--- config.mk ---
export PLATFORM = sky130hd
export DESIGN_NAME = count_job_sequencer
export DESIGN_NICKNAME = d
export VERILOG_FILES = /design/src/rtl/cntseq_pkg.sv /design/src/rtl/cntseq_fifo.sv /design/src/rtl/count_job_sequencer.sv
export SDC_FILE = /design/constraint.sdc
export NUM_CORES = 1
export LEC_CHECK = 0
export CAP_MARGIN = 20
export CORE_UTILIZATION = 50
export DETAILED_ROUTE_END_ITERATION = 12
export PLACE_DENSITY = 0.74
export SLEW_MARGIN = 20
export SYNTH_ARGS = -nofsm -noshare
export SYNTH_HDL_FRONTEND = slang
export SYNTH_SLANG_ARGS = --single-unit
--- constraint.sdc ---
create_clock -name clk -period 2.3 [get_ports clk]
set_input_delay 0.345 -clock clk [delete_from_list [all_inputs] [get_ports clk]]
set_output_delay 0.345 -clock clk [all_outputs]
set_load 0.02 [all_outputs]
--- src/rtl/cntseq_pkg.sv ---
// ============================================================================
// Module  : cntseq_pkg
// Brief   : Shared types and defaults for the count job sequencer.
// Revision: 1.0
// ============================================================================
`default_nettype none

package cntseq_pkg;

  localparam int CNTSEQ_CW = 3;

  typedef enum logic [1:0] {
    IDLE  = 2'd0,
    LOAD  = 2'd1,
    COUNT = 2'd2,
    GAP   = 2'd3
  } cntseq_state_t;

endpackage

`default_nettype wire

--- src/rtl/cntseq_fifo.sv ---
// ============================================================================
// Module  : cntseq_fifo
// Brief   : DEPTH x CW job FIFO with occupancy count; head is always visible.
// Revision: 1.0
// ============================================================================
`default_nettype none

module cntseq_fifo #(
  parameter int DEPTH = 4,
  parameter int CW    = 3
) (
  input  logic                     clk,
  input  logic                     reset,
  input  logic                     push,
  input  logic [CW-1:0]            push_data,
  input  logic                     pop,
  output logic [CW-1:0]            pop_data,
  output logic                     full,
  output logic                     empty,
  output logic [$clog2(DEPTH):0]   level
);

  localparam int AW = $clog2(DEPTH);

  logic [CW-1:0] mem_q [DEPTH];
  logic [CW-1:0] mem_d [DEPTH];
  logic [AW-1:0] wr_ptr_q, wr_ptr_d;
  logic [AW-1:0] rd_ptr_q, rd_ptr_d;
  logic [AW:0]   level_q, level_d;
  logic          do_push, do_pop;

  assign full     = (level_q == (AW+1)'(DEPTH));
  assign empty    = (level_q == '0);
  assign level    = level_q;
  assign pop_data = mem_q[rd_ptr_q];
  assign do_push  = push && !full;
  assign do_pop   = pop && !empty;

  // Pointers wrap naturally because DEPTH is a power of two.
  always_comb begin
    mem_d    = mem_q;
    wr_ptr_d = wr_ptr_q;
    rd_ptr_d = rd_ptr_q;
    level_d  = level_q;
    if (do_push) begin
      mem_d[wr_ptr_q] = push_data;
      wr_ptr_d        = wr_ptr_q + AW'(1);
    end
    if (do_pop) begin
      rd_ptr_d = rd_ptr_q + AW'(1);
    end
    case ({do_push, do_pop})
      2'b10:   level_d = level_q + (AW+1)'(1);
      2'b01:   level_d = level_q - (AW+1)'(1);
      default: level_d = level_q;
    endcase
  end

  always_ff @(posedge clk) begin
    if (reset) begin
      for (int i = 0; i < DEPTH; i++) mem_q[i] <= '0;
      wr_ptr_q <= '0;
      rd_ptr_q <= '0;
      level_q  <= '0;
    end else begin
      mem_q    <= mem_d;
      wr_ptr_q <= wr_ptr_d;
      rd_ptr_q <= rd_ptr_d;
      level_q  <= level_d;
    end
  end

endmodule

`default_nettype wire

--- src/rtl/count_job_sequencer.sv ---
// ============================================================================
// Module  : count_job_sequencer
// Brief   : Buffers count targets and drives a down-counter one job at a time
//           (load pulse, count_en until done or watchdog, one gap cycle).
//           Define CNTSEQ_JOB_CNT_EN to add the jobs_done completion counter.
// Revision: 1.0
// ============================================================================
`default_nettype none

module count_job_sequencer
  import cntseq_pkg::*;
#(
  parameter int CW     = CNTSEQ_CW,
  parameter int DEPTH  = 4,
  parameter int WD_MAX = 10
) (
  input  logic                   clk,
  input  logic                   reset,
  input  logic                   in_valid,
  output logic                   in_ready,
  input  logic [CW-1:0]          in_value,
  output logic                   ctr_load,
  output logic [CW-1:0]          ctr_count_to,
  output logic                   ctr_count_en,
  input  logic                   ctr_done,
  output logic                   busy,
  output logic [$clog2(DEPTH):0] level,
  output logic                   wd_err
`ifdef CNTSEQ_JOB_CNT_EN
  ,
  output logic [7:0]             jobs_done
`endif
);

  localparam int WDW = $clog2(WD_MAX);

  cntseq_state_t state_q, state_d;
  logic          ctr_load_q, ctr_load_d;
  logic [CW-1:0] ctr_count_to_q, ctr_count_to_d;
  logic          ctr_count_en_q, ctr_count_en_d;
  logic          busy_q, busy_d;
  logic          wd_err_q, wd_err_d;
  logic [WDW-1:0] wd_cnt_q, wd_cnt_d;
`ifdef CNTSEQ_JOB_CNT_EN
  logic [7:0]    jobs_done_q, jobs_done_d;
`endif

  logic          fifo_full, fifo_empty, fifo_pop, fifo_push;
  logic [CW-1:0] fifo_head;

  // Gated by reset so the source sees no acceptance while reset is held.
  assign in_ready  = !fifo_full && !reset;
  assign fifo_push = in_valid && in_ready;

  cntseq_fifo #(
    .DEPTH(DEPTH),
    .CW   (CW)
  ) u_fifo (
    .clk      (clk),
    .reset    (reset),
    .push     (fifo_push),
    .push_data(in_value),
    .pop      (fifo_pop),
    .pop_data (fifo_head),
    .full     (fifo_full),
    .empty    (fifo_empty),
    .level    (level)
  );

  always_comb begin
    state_d        = state_q;
    ctr_load_d     = 1'b0;
    ctr_count_en_d = 1'b0;
    ctr_count_to_d = ctr_count_to_q;
    wd_cnt_d       = wd_cnt_q;
    wd_err_d       = wd_err_q;
    fifo_pop       = 1'b0;
`ifdef CNTSEQ_JOB_CNT_EN
    jobs_done_d    = jobs_done_q;
`endif
    case (state_q)
      IDLE: begin
        // Outputs are registered, so the load is set up one state early.
        if (!fifo_empty) begin
          state_d        = LOAD;
          ctr_load_d     = 1'b1;
          ctr_count_to_d = fifo_head;
          fifo_pop       = 1'b1;
        end
      end
      LOAD: begin
        state_d        = COUNT;
        ctr_count_en_d = 1'b1;
        wd_cnt_d       = '0;
      end
      COUNT: begin
        if (ctr_done) begin
          state_d = GAP;
`ifdef CNTSEQ_JOB_CNT_EN
          jobs_done_d = jobs_done_q + 8'd1;
`endif
        end else if (wd_cnt_q == WDW'(WD_MAX - 1)) begin
          state_d  = GAP;
          wd_err_d = 1'b1;
        end else begin
          ctr_count_en_d = 1'b1;
          wd_cnt_d       = wd_cnt_q + WDW'(1);
        end
      end
      GAP:     state_d = IDLE;
      default: state_d = IDLE;
    endcase
    busy_d = (state_d != IDLE);
  end

  always_ff @(posedge clk) begin
    if (reset) begin
      state_q        <= IDLE;
      ctr_load_q     <= 1'b0;
      ctr_count_to_q <= '0;
      ctr_count_en_q <= 1'b0;
      busy_q         <= 1'b0;
      wd_err_q       <= 1'b0;
      wd_cnt_q       <= '0;
`ifdef CNTSEQ_JOB_CNT_EN
      jobs_done_q    <= '0;
`endif
    end else begin
      state_q        <= state_d;
      ctr_load_q     <= ctr_load_d;
      ctr_count_to_q <= ctr_count_to_d;
      ctr_count_en_q <= ctr_count_en_d;
      busy_q         <= busy_d;
      wd_err_q       <= wd_err_d;
      wd_cnt_q       <= wd_cnt_d;
`ifdef CNTSEQ_JOB_CNT_EN
      jobs_done_q    <= jobs_done_d;
`endif
    end
  end

  assign ctr_load     = ctr_load_q;
  assign ctr_count_to = ctr_count_to_q;
  assign ctr_count_en = ctr_count_en_q;
  assign busy         = busy_q;
  assign wd_err       = wd_err_q;
`ifdef CNTSEQ_JOB_CNT_EN
  assign jobs_done    = jobs_done_q;
`endif

endmodule

`default_nettype wire

* Yosys cells after proc, flatten, opt, wreduce, memory -nomap -nowiden *
Index checks and enable logic that the tools add are counted.

word-level totals
  bits in read-only memories = 0
  memory bits (writable) = 0
  logic and storage cells = 70
  memories kept = 0
  flip-flop bits (word level) = 32
  output and inout port bits = 11
  latch bits = 0
  input bits = 7

cells by class
  reductions and logical operators = 16
  multipliers = 0
  shifts and indexed selects = 0
  $add $sub $neg = 5
  equal/unequal tests = 9
  muxes and demuxes = 19
  divide/modulo/power cells = 0
  bitwise gates (word level) = 4
  order comparisons = 3

operators with widths
  operator               number
  $bwmux W12             1
  $mux W3                3
  $mux W4                2
  $pmux W2 S4            1
  $pmux W4 S2            1
  $bmux W3 S2            1
  $demux W3 S2           1
  $eq A2 B2 Y1 const B   3
  $ge A3 B3 Y1 const B   2
  $mux W2                3
  $not A2 Y3             2
  $pmux W3 S2            1
  $reduce_and A3 Y1      2
  $reduce_bool A2 Y1     3
  $logic_and A1 B1 Y1    5
  $add A2 B1 Y2 const B  2
  $add A4 B1 Y4 const B  1
  $eq A2 B1 Y1 const B   2
  $eq A4 B4 Y1 const B   1
  $mux W1                4
  $ne A2 B2 Y1 const B   2
  $add A3 B1 Y3 const B  1
  $eq A3 B3 Y1 const B   1
  $logic_not A1 Y1       3
  other kinds (7)        8

* Logic depth before layout (Yosys ltp) *
Gate-level depths: netlist (run 1).

  word-level depth = 7
  mapped depth = 9
  depth with buffers taken out = 9

* Cells and area by module *
From an unflattened synthesis (run 1), not the netlist that was laid out.

second synthesis, totals
  cells, all modules = 162
  area total of the unflattened synthesis = 1580.3 µm²

modules (own cells, without submodules)
  module               times used  cells each  sequential area each (µm²)  area each (µm²)
  cntseq_fifo          1           95          380.4                       975.9
  count_job_sequencer  1           67          260.2                       604.3

* Worst setup path before layout (run 1) *
OpenSTA, ideal clock, no wires.

  path type = reg-to-reg
  start point = reg u_fifo.level_q[0], in the netlist u_fifo.level[0]
  end point = reg u_fifo.level_q[2], in the netlist u_fifo.level[2]
  setup time = 0.071 ns
  data arrival time = 2.240 ns
  stages on the path, launching flop included = 9
  data required time = 2.229 ns
  clock period less this slack = 2.310 ns
  setup slack = -0.010 ns
  path buffers = 0
  path through = dfxtp_1 nor3b_2 nor3b_1 inv_1 ha_1 fa_1 xnor2_1 or3_1 a21oi_1

between the ends
  cells in the longest elaborated chain, start to end = 7
  elaborated cells between the ends (all ways) = 16
  classes of those cells = add/sub: 2; eq/ne: 3; mux: 3; reduce/logical: 8

ends and longest elaborated chain
  what                                                      RTL line                                      source
  from (decl)                                               cntseq_fifo.sv:29                             logic [AW:0] level_q, level_d;
  from (signal assigned)                                    cntseq_fifo.sv:69                             level_q <= level_d;
  $eq A3 B3 Y1                                              cntseq_fifo.sv:32                             assign full = (level_q == (AW+1)'(DEPTH));
  $logic_not A1 Y1                                          cntseq_fifo.sv:36, count_job_sequencer.sv:52
  $logic_and A1 B1 Y1                                       count_job_sequencer.sv:52                     assign in_ready = !fifo_full && !reset;
  $logic_and A1 B1 Y1                                       count_job_sequencer.sv:53                     assign fifo_push = in_valid && in_ready;
  $logic_and A1 B1 Y1                                       cntseq_fifo.sv:36                             assign do_push = push && !full;
  $eq A2 B1 Y1 / $eq A2 B2 Y1 (equally long branches)       cntseq_fifo.sv:52                             case ({do_push, do_pop})
  $pmux W3 S2 / $reduce_bool A2 Y1 (equally long branches)  n/a

Several ways; a longest one is shown, not always the timed one.
A chain may end at the register's enable or synchronous reset.

* Worst setup path in the final report (run 1) *
  start point = reg u_fifo.level_q[2], in the netlist u_fifo.level[2]
  end point = out in_ready

between the ends
  cells in the longest elaborated chain, start to end = 3

ends and longest elaborated chain
  what                 RTL line                   source
  $eq A3 B3 Y1         cntseq_fifo.sv:32
  $logic_not A1 Y1     count_job_sequencer.sv:52
  $logic_and A1 B1 Y1  count_job_sequencer.sv:52
  to (decl)            count_job_sequencer.sv:20  output logic in_ready,

Every way passes these cells.

==> results of run 1 <==
cells in the mapped netlist, drive strengths merged (2+ instances only):
| cell | number |
|---|---|
| a211oi | 2 |
| a21oi | 19 |
| and3b | 6 |
| clkbuf | 8 |
| dfxtp | 32 |
| ha | 11 |
| inv | 8 |
| mux2i | 2 |
| mux4 | 3 |
| nand2 | 3 |
| nand2b | 2 |
| nand3 | 15 |
| nand3b | 5 |
| nor2 | 9 |
| nor2b | 3 |
| nor3 | 3 |
| nor3b | 2 |
| nor4 | 3 |
| o211ai | 2 |
| o21ai | 15 |
| or3 | 5 |
| xor2 | 3 |
per-layer routing:
metal / routed length, um / up-vias
met3: 125 / 12
met1: 1519 / 632
met4: 123 / 0
met5: 0 / -
met2: 1681 / 34
li1: - / 682
power groups by stage:
stage                     Clock (mW)  Combinational [mW]  Sequential (mW)
after floorplan                    0               0.538            0.778
after global placement             0               0.857            0.744
after detailed placement           0               0.888            0.751
after CTS                      0.354               0.889            0.738
after global routing           0.381               0.977            0.754
final                          0.345               0.893            0.740
worst max-delay path, delay by kind of cell (launching register included):
kind / cells / cell delay, ps
buffers and inverters: 2 / 760
AND/OR/NAND/NOR: 2 / 310
flip-flops: 1 / 440
kinds of logic after synthesis:
kind of cell / after synthesis / synth area share (%)
mux: 6 / 6.095
flops: 32 / 39.51
xor+xnor: 4 / 2.161
buf+inv: 18 / 4.630
simple gates: 60 / 21.91
compound gates: 44 / 15.97
fa+ha+maj: 12 / 9.722
stage by stage:
step,TNS (ps),cells,power (mW)
5_1_grt,-1.549,245,2.113
3_5_place_dp,-152.5,237,1.639
2_1_floorplan,0,176,1.316
6_report,0,245,1.978
4_1_cts,0,245,1.981
3_3_place_gp,-38.27,237,1.601
worst min path at each step:
| stage | startpoint | endpoint | slack [ps] | cells after the start |
|---|---|---|---|---|
| floorplan | u_fifo.mem_q[3]$_SDFFE_PP0P_ | u_fifo.mem_q[3]$_SDFFE_PP0P_ | 450 | 2 |
| global placement | ctr_count_to[1]$_SDFFE_PP0P_ | ctr_count_to[1]$_SDFFE_PP0P_ | 450 | 2 |
| detailed placement | ctr_count_to[2]$_SDFFE_PP0P_ | ctr_count_to[2]$_SDFFE_PP0P_ | 450 | 2 |
| CTS | ctr_count_to[2]$_SDFFE_PP0P_ | ctr_count_to[2]$_SDFFE_PP0P_ | 460 | 2 |
| global route | ctr_count_to[2]$_SDFFE_PP0P_ | ctr_count_to[2]$_SDFFE_PP0P_ | 480 | 2 |
| finish | ctr_count_to[2]$_SDFFE_PP0P_ | ctr_count_to[2]$_SDFFE_PP0P_ | 460 | 2 |
sequential cells by signal (all words and copies together), names as in the netlist:
| register | flops |
|---|---|
| ctr_load | 1 |
| ctr_count_to | 3 |
| u_fifo.level | 3 |
| busy | 1 |
| wd_cnt_q | 4 |
| u_fifo.mem_q | 12 |
| state_q | 2 |
| wd_err | 1 |
| u_fifo.wr_ptr_q | 2 |
| u_fifo.rd_ptr_q | 2 |
| ctr_count_en | 1 |
cell type report:
type / instances / area (sq um)
Multi-Input combinational cell: 126 / 908.4
Clock inverter: 2 / 10.01
Inverter: 9 / 33.78
Sequential cell: 32 / 643.1
Clock buffer: 6 / 51.30
Tap cell: 44 / 55.05
Fill cell: 277 / 1114
Timing Repair Buffer: 26 / 237.7
what timing repair did:
action	in CTS	in global routing
endpoints found under the setup margin	0	1
resized for setup	0	2
buffers inserted	0	0
==> impl_metrics.ini, run 1 <==
[timing]
slew_viol_final = 0
clock_skew_ps = 5.752
fin_crit_ps = 2200
worst_pin_slew_ps = 464.9
relSlewSlack_pct = 68.72
period_share_pct = 95.67
setup_ws_ps = 99.63
finalHoldViolations = 0
rsz0062_at_grt = yes
fin_hold_ws_ps = 460.2
fmax_mhz = 454.5
setup_viol = 0

[clocking]
clkTransAtPathRegs_ps = 100
cts_max_path_buffers = 2
clockRootBuffer = clkbuf_4
insertion_delay_ps = 350
htreeDepth = 2
cts_tree = yes
postCtsHoldBufs = 0
clock_sinks = 32
cts_buffers = 5

[power_and_ir_drop]
p_int_mw = 1.208
switching_power_mw = 0.7701
power_leakage_nw = 0.7460
ir_worst_vdd_uv = 606.6
p_per_area_mw_per_mm2 = 1020
p_sw_share_pct = 38.92
seq_power_share_pct = 37.4
comb_power_share_pct = 45.1
power_frac_clock_pct = 17.5

[detailed_routing]
drc = 0
vias = 1360
drt-wirelength-per-cell_um = 14.08
drt_iter0_markers = 70
avgViaCountPerCell = 5.551
dr.pass1.iters = 4
detail-route-antenna-nets = 0
drt-total-wl_mm = 3.450

[die]
core_sq_mm = 0.003053
initial_core_util_pct = 53.11
die_h_um = 58.95
die_area_sq_mm = 0.003475
die_x_um = 58.95
row_count = 20
num_io_pins = 18

[worst_setup_path]
crit_path_max_incr_delay_ps = 540
endpoint_kind = output port
reg2reg_depth = 8
cp_cell_sequence = nor3b_2, buf_4, nor2_1, clkdlybuf4s50_1
worstSetupEndpoint = in_ready
regToRegStartpoint = u_fifo.level[2]$_SDFFE_PP0P_
timing_worst_setup_path_type = reg2out
cp.arrival_ps = 1860
start_kind = flip-flop
r2r_setup_slack_ps = 110
cpMaxStageDelayCell = clkdlybuf4s50_1
startpoint = u_fifo.level[2]$_SDFFE_PP0P_
required_ps = 1960
r2r_end = u_fifo.level[2]$_SDFFE_PP0P_
cp_max_fo = 13

[global_route]
grt_pass1_vias = 1215
grt_use_total_pct = 22.72
busiest_layer = met2
use_met1_pct = 27.76
antenna_found_initial = 0
grt_overflow = 0
grt_max_degree = 42
grtUsageMet3_pct = 5.275
grt_pass1_wl_mm = 5.637
met2_usage_pct = 35.88

[logic_synthesis]
syn_inst = 176
async_flop_share_pct = 0
synth_top_area_share_pct = 39.51
ys_seq_area_share_pct = 39.51
ys_ff_latch = 32
synth_top_area_cell = dfxtp_1
synth_flop_cell = dfxtp_1
syn-mean-instance-area_sq_um = 9.213
yosys-top-cells-area = dfxtp_1 40%, ha_1 8.5%, a21oi_1 5.9%
ys_warn_count = 0
synth_edf_count = 0
syn-num-nets = 195
synth_cell_type_count = 40
netlist_area_sq_mm = 0.001622

[placed_design]
place_congestion = 0.7724
dpl.hpwl_mm = 2.476
dp_slack_ps = -152.5
portBuffers = 17
dpl-instance-area_sq_mm = 0.001874

[finish]
n_antenna_cell = 0
drive_gt1_share_pct = 12.94
fin_area_sq_mm = 0.001939
area_delta_synth_final_pct = 19.60
final_common_cell = dfxtp_1
finalNetCount = 219
final_cell_mix = 30 x dfxtp_1, 19 x a21oi_1, 17 x clkdlybuf4s50_1
fin_util_pct = 63.52

[worst_hold_path]
worst_hold_path_type = reg2reg

[status]
status = complete, no violations

[flow_run]
drv_cap = 0
Note: power is estimated with default switching activity, not from simulation.
==> run 2: changes to the inputs <==
--- a/config.mk
+++ b/config.mk
@@ -6,10 +6,11 @@
 export NUM_CORES = 1
 export LEC_CHECK = 0
 export CAP_MARGIN = 20
-export CORE_UTILIZATION = 50
+export CORE_UTILIZATION = 49
 export DETAILED_ROUTE_END_ITERATION = 12
-export PLACE_DENSITY = 0.74
+export PLACE_DENSITY = 0.73
 export SLEW_MARGIN = 20
 export SYNTH_ARGS = -nofsm -noshare
 export SYNTH_HDL_FRONTEND = slang
+export SYNTH_HIERARCHICAL = 1
 export SYNTH_SLANG_ARGS = --single-unit
==> constraint.sdc (replaced) <==
create_clock -name clk -period 2.3 [get_ports clk]
set_input_delay 0.23 -clock clk [delete_from_list [all_inputs] [get_ports clk]]
set_output_delay 0.23 -clock clk [all_outputs]
set_load 0.02 [all_outputs]
==> impl_metrics.ini, run 2 <==
[finish]
n_antenna_cell = 0
largest_register = u_fifo/mem_q
largest_reg_flops = 12
area_delta_synth_final_pct = 24.39
fin_util_pct = 64.39
largestRegisters = u_fifo/mem_q x12, wd_cnt_q x4
drive_gt1_share_pct = 19.79
fin_cells = 236
final_common_cell = dfxtp_1
final_cell_mix = 29 x dfxtp_1, 17 x clkdlybuf4s50_1, 16 x nand2b_1, 16 x mux2i_1, 14 x nor2_1
finalNetCount = 209

[detailed_routing]
drt_iter0_markers = 65
drc = 0
avgViaCountPerCell = 5.127
wl_met2_mm = 1.641
vias = 1210
detail-route-antenna-nets = 0
top_layer_used = met4
drt-total-wl_mm = 3.144
drt-met1-wl_mm = 1.302
dr.pass1.iters = 4
drt-wirelength-per-cell_um = 13.32
met3RoutedLength_um = 122

[die]
die_h_um = 58.79
core_sq_mm = 0.003053
row_count = 20
die_area_sq_mm = 0.003456
initial_core_util_pct = 51.76
die_x_um = 58.79
num_io_pins = 18

[worst_setup_path]
reg2reg_depth = 12
timing_worst_setup_path_type = reg2reg
r2r_end = u_fifo/level[2]$_SDFFE_PP0P_
endpoint_kind = flip-flop
cp_max_fo = 2
cpMaxStageDelayCell = or3b_4
cp.arrival_ps = 2630
required_ps = 2580
regToRegStartpoint = u_fifo/level[1]$_SDFFE_PP0P_
startpoint = u_fifo/level[1]$_SDFFE_PP0P_
cp_cell_sequence = or3b_4, inv_4, nor2_4, and2_4, and2_4, inv_2, ha_4, inv_2, fa_2, xor2_1, or3_1, a21oi_1
start_kind = flip-flop
r2r_setup_slack_ps = -50
worstSetupEndpoint = u_fifo/level[2]$_SDFFE_PP0P_
crit_path_max_incr_delay_ps = 410

[flow_run]
drv_cap = 0

[global_route]
grt_overflow = 0
grt_max_degree = 38
grt_pass1_wl_mm = 5.119
grt_pass1_vias = 1237
grt_use_total_pct = 20.36
antenna_found_initial = 0

[logic_synthesis]
synth_cell_type_count = 37
synth_flop_cell = dfxtp_1
yosys-top-cells-area = dfxtp_1 41%, mux2i_1 10%, ha_1 7.9%
ys_warn_count = 6
async_flop_share_pct = 0
synth_edf_count = 0
syn_inst = 162
syn-num-nets = 180
yosys-top-cells-count = 32 x dfxtp_1, 16 x mux2i_1, 16 x nand2b_1
syn-mean-instance-area_sq_um = 9.755
synth_top_area_cell = dfxtp_1
netlist_area_sq_mm = 0.001580
ys_seq_area_share_pct = 40.54
synth_top_area_share_pct = 40.54
synth_most_common_cell = dfxtp_1
ys_ff_latch = 32

[timing]
fin_hold_ws_ps = 480.2
fmax_mhz = 425.8
setup_viol = 1
rsz0062_at_grt = yes
fin_crit_ps = 2348
finalHoldViolations = 0
worst_pin_slew_ps = 426.4
tns_ps = -48.25
relSlewSlack_pct = 71.20
period_share_pct = 102.1
setup_ws_ps = -48.25
clock_skew_ps = 7.067
slew_viol_final = 0

[clocking]
clockRootBuffer = clkbuf_4
cts_max_path_buffers = 2
cts_tree = yes
postCtsHoldBufs = 0
insertion_delay_ps = 350
htreeDepth = 2
cts_setup_buffers = 0
clkTransAtPathRegs_ps = 100
cts_buffers = 5
clock_sinks = 32

[placed_design]
place_congestion = 0.8124
dpl.hpwl_mm = 2.263
placedCellCount = 228
portBuffers = 17

[power_and_ir_drop]
p_per_area_mw_per_mm2 = 803.6
power_leakage_nw = 0.8066
ir_worst_vdd_uv = 484.0
power.total_mw = 1.580

[worst_hold_path]
worst_hold_path_type = reg2reg

[status]
status = finished, violations left
violations = setup timing
run 2: changes by cell type in the layout (fill, tap and decap cells not counted), sizes merged, moves of 3 or more:
cell and delta:
nor2b -3, a21oi -8, nand3b -4, nor2 +7
nand3 -8, o21ai -13, or3 -3, and3b -6
inv +5, or2 +3, nand2b +14, nor4 -3
mux2i +14
run 2: how the worst min path moves through the flow:
stage	start	end	slack [ps]	cells past startpoint
after floorplan	reset	ctr_load$_SDFF_PP0_	300	1
after global placement	wd_err$_SDFFE_PP0P_	wd_err$_SDFFE_PP0P_	450	2
after detailed placement	u_fifo/mem_q[11]$_SDFFE_PP0P_	u_fifo/mem_q[11]$_SDFFE_PP0P_	470	2
after CTS	u_fifo/mem_q[11]$_SDFFE_PP0P_	u_fifo/mem_q[11]$_SDFFE_PP0P_	480	2
after global routing	u_fifo/mem_q[5]$_SDFFE_PP0P_	u_fifo/mem_q[5]$_SDFFE_PP0P_	510	2
final	u_fifo/mem_q[11]$_SDFFE_PP0P_	u_fifo/mem_q[11]$_SDFFE_PP0P_	480	2
run 2: power by group:
part | internal (mW) | leakage [nW] | switching (mW)
logic | 0.262 | 0.505 | 0.286
registers | 0.611 | 0.262 | 0.0335
clock network | 0.184 | 0.0404 | 0.203
run 2: per-stage QoR:
| step | area, sq um | setup WS, ps |
|---|---|---|
| 2_1_floorplan | 1625 | -109.9 |
| 3_3_place_gp | 1892 | 8.009 |
| 3_5_place_dp | 1892 | -48.42 |
| 4_1_cts | 1966 | -34.42 |
| 5_1_grt | 1966 | -92.35 |
| 6_report | 1966 | -48.25 |
run 2: cell families after synthesis:
group / after synthesis / share of synthesized area (%)
muxes: 20 / 15.36
xor gates and xnor gates: 4 / 2.217
DFF: 32 / 40.54
AOI/OAI and AO/OA: 18 / 6.731
buffers and inverters: 18 / 4.829
adders and majority gates: 11 / 9.185
and+or+nand+nor: 59 / 21.14
run 2: final cells by class:
cell class                      instances  area (sq um)
Clock buffer                            7         66.31
Clock inverter                          1         5.005
Fill cell                             268          1087
Inverter                               13         51.30
Multi-Input combinational cell        112         890.9
Sequential cell                        32         651.9
Tap cell                               44         55.05
Timing Repair Buffer                   27         245.2
run 2: layer usage:
layer / vias up / global-route usage (%)
met5: - / 0
met4: 0 / 12.93
met3: 7 / 4.615
met2: 23 / 35.71
met1: 574 / 21.99
li1: 606 / -
run 2: timing repair:
item,4_1_cts,5_1_grt
gates resized for setup,1,0
setup endpoints to repair,1,2
pin swaps,0,0
run 2: worst max-delay path, delay by kind of cell (launching register included):
family | cells | cell delay [ps]
compound gates | 1 | 130
xor+xnor | 1 | 150
buf+inv | 3 | 170
fa+ha+maj | 2 | 450
flops | 1 | 350
simple gates | 5 | 1000
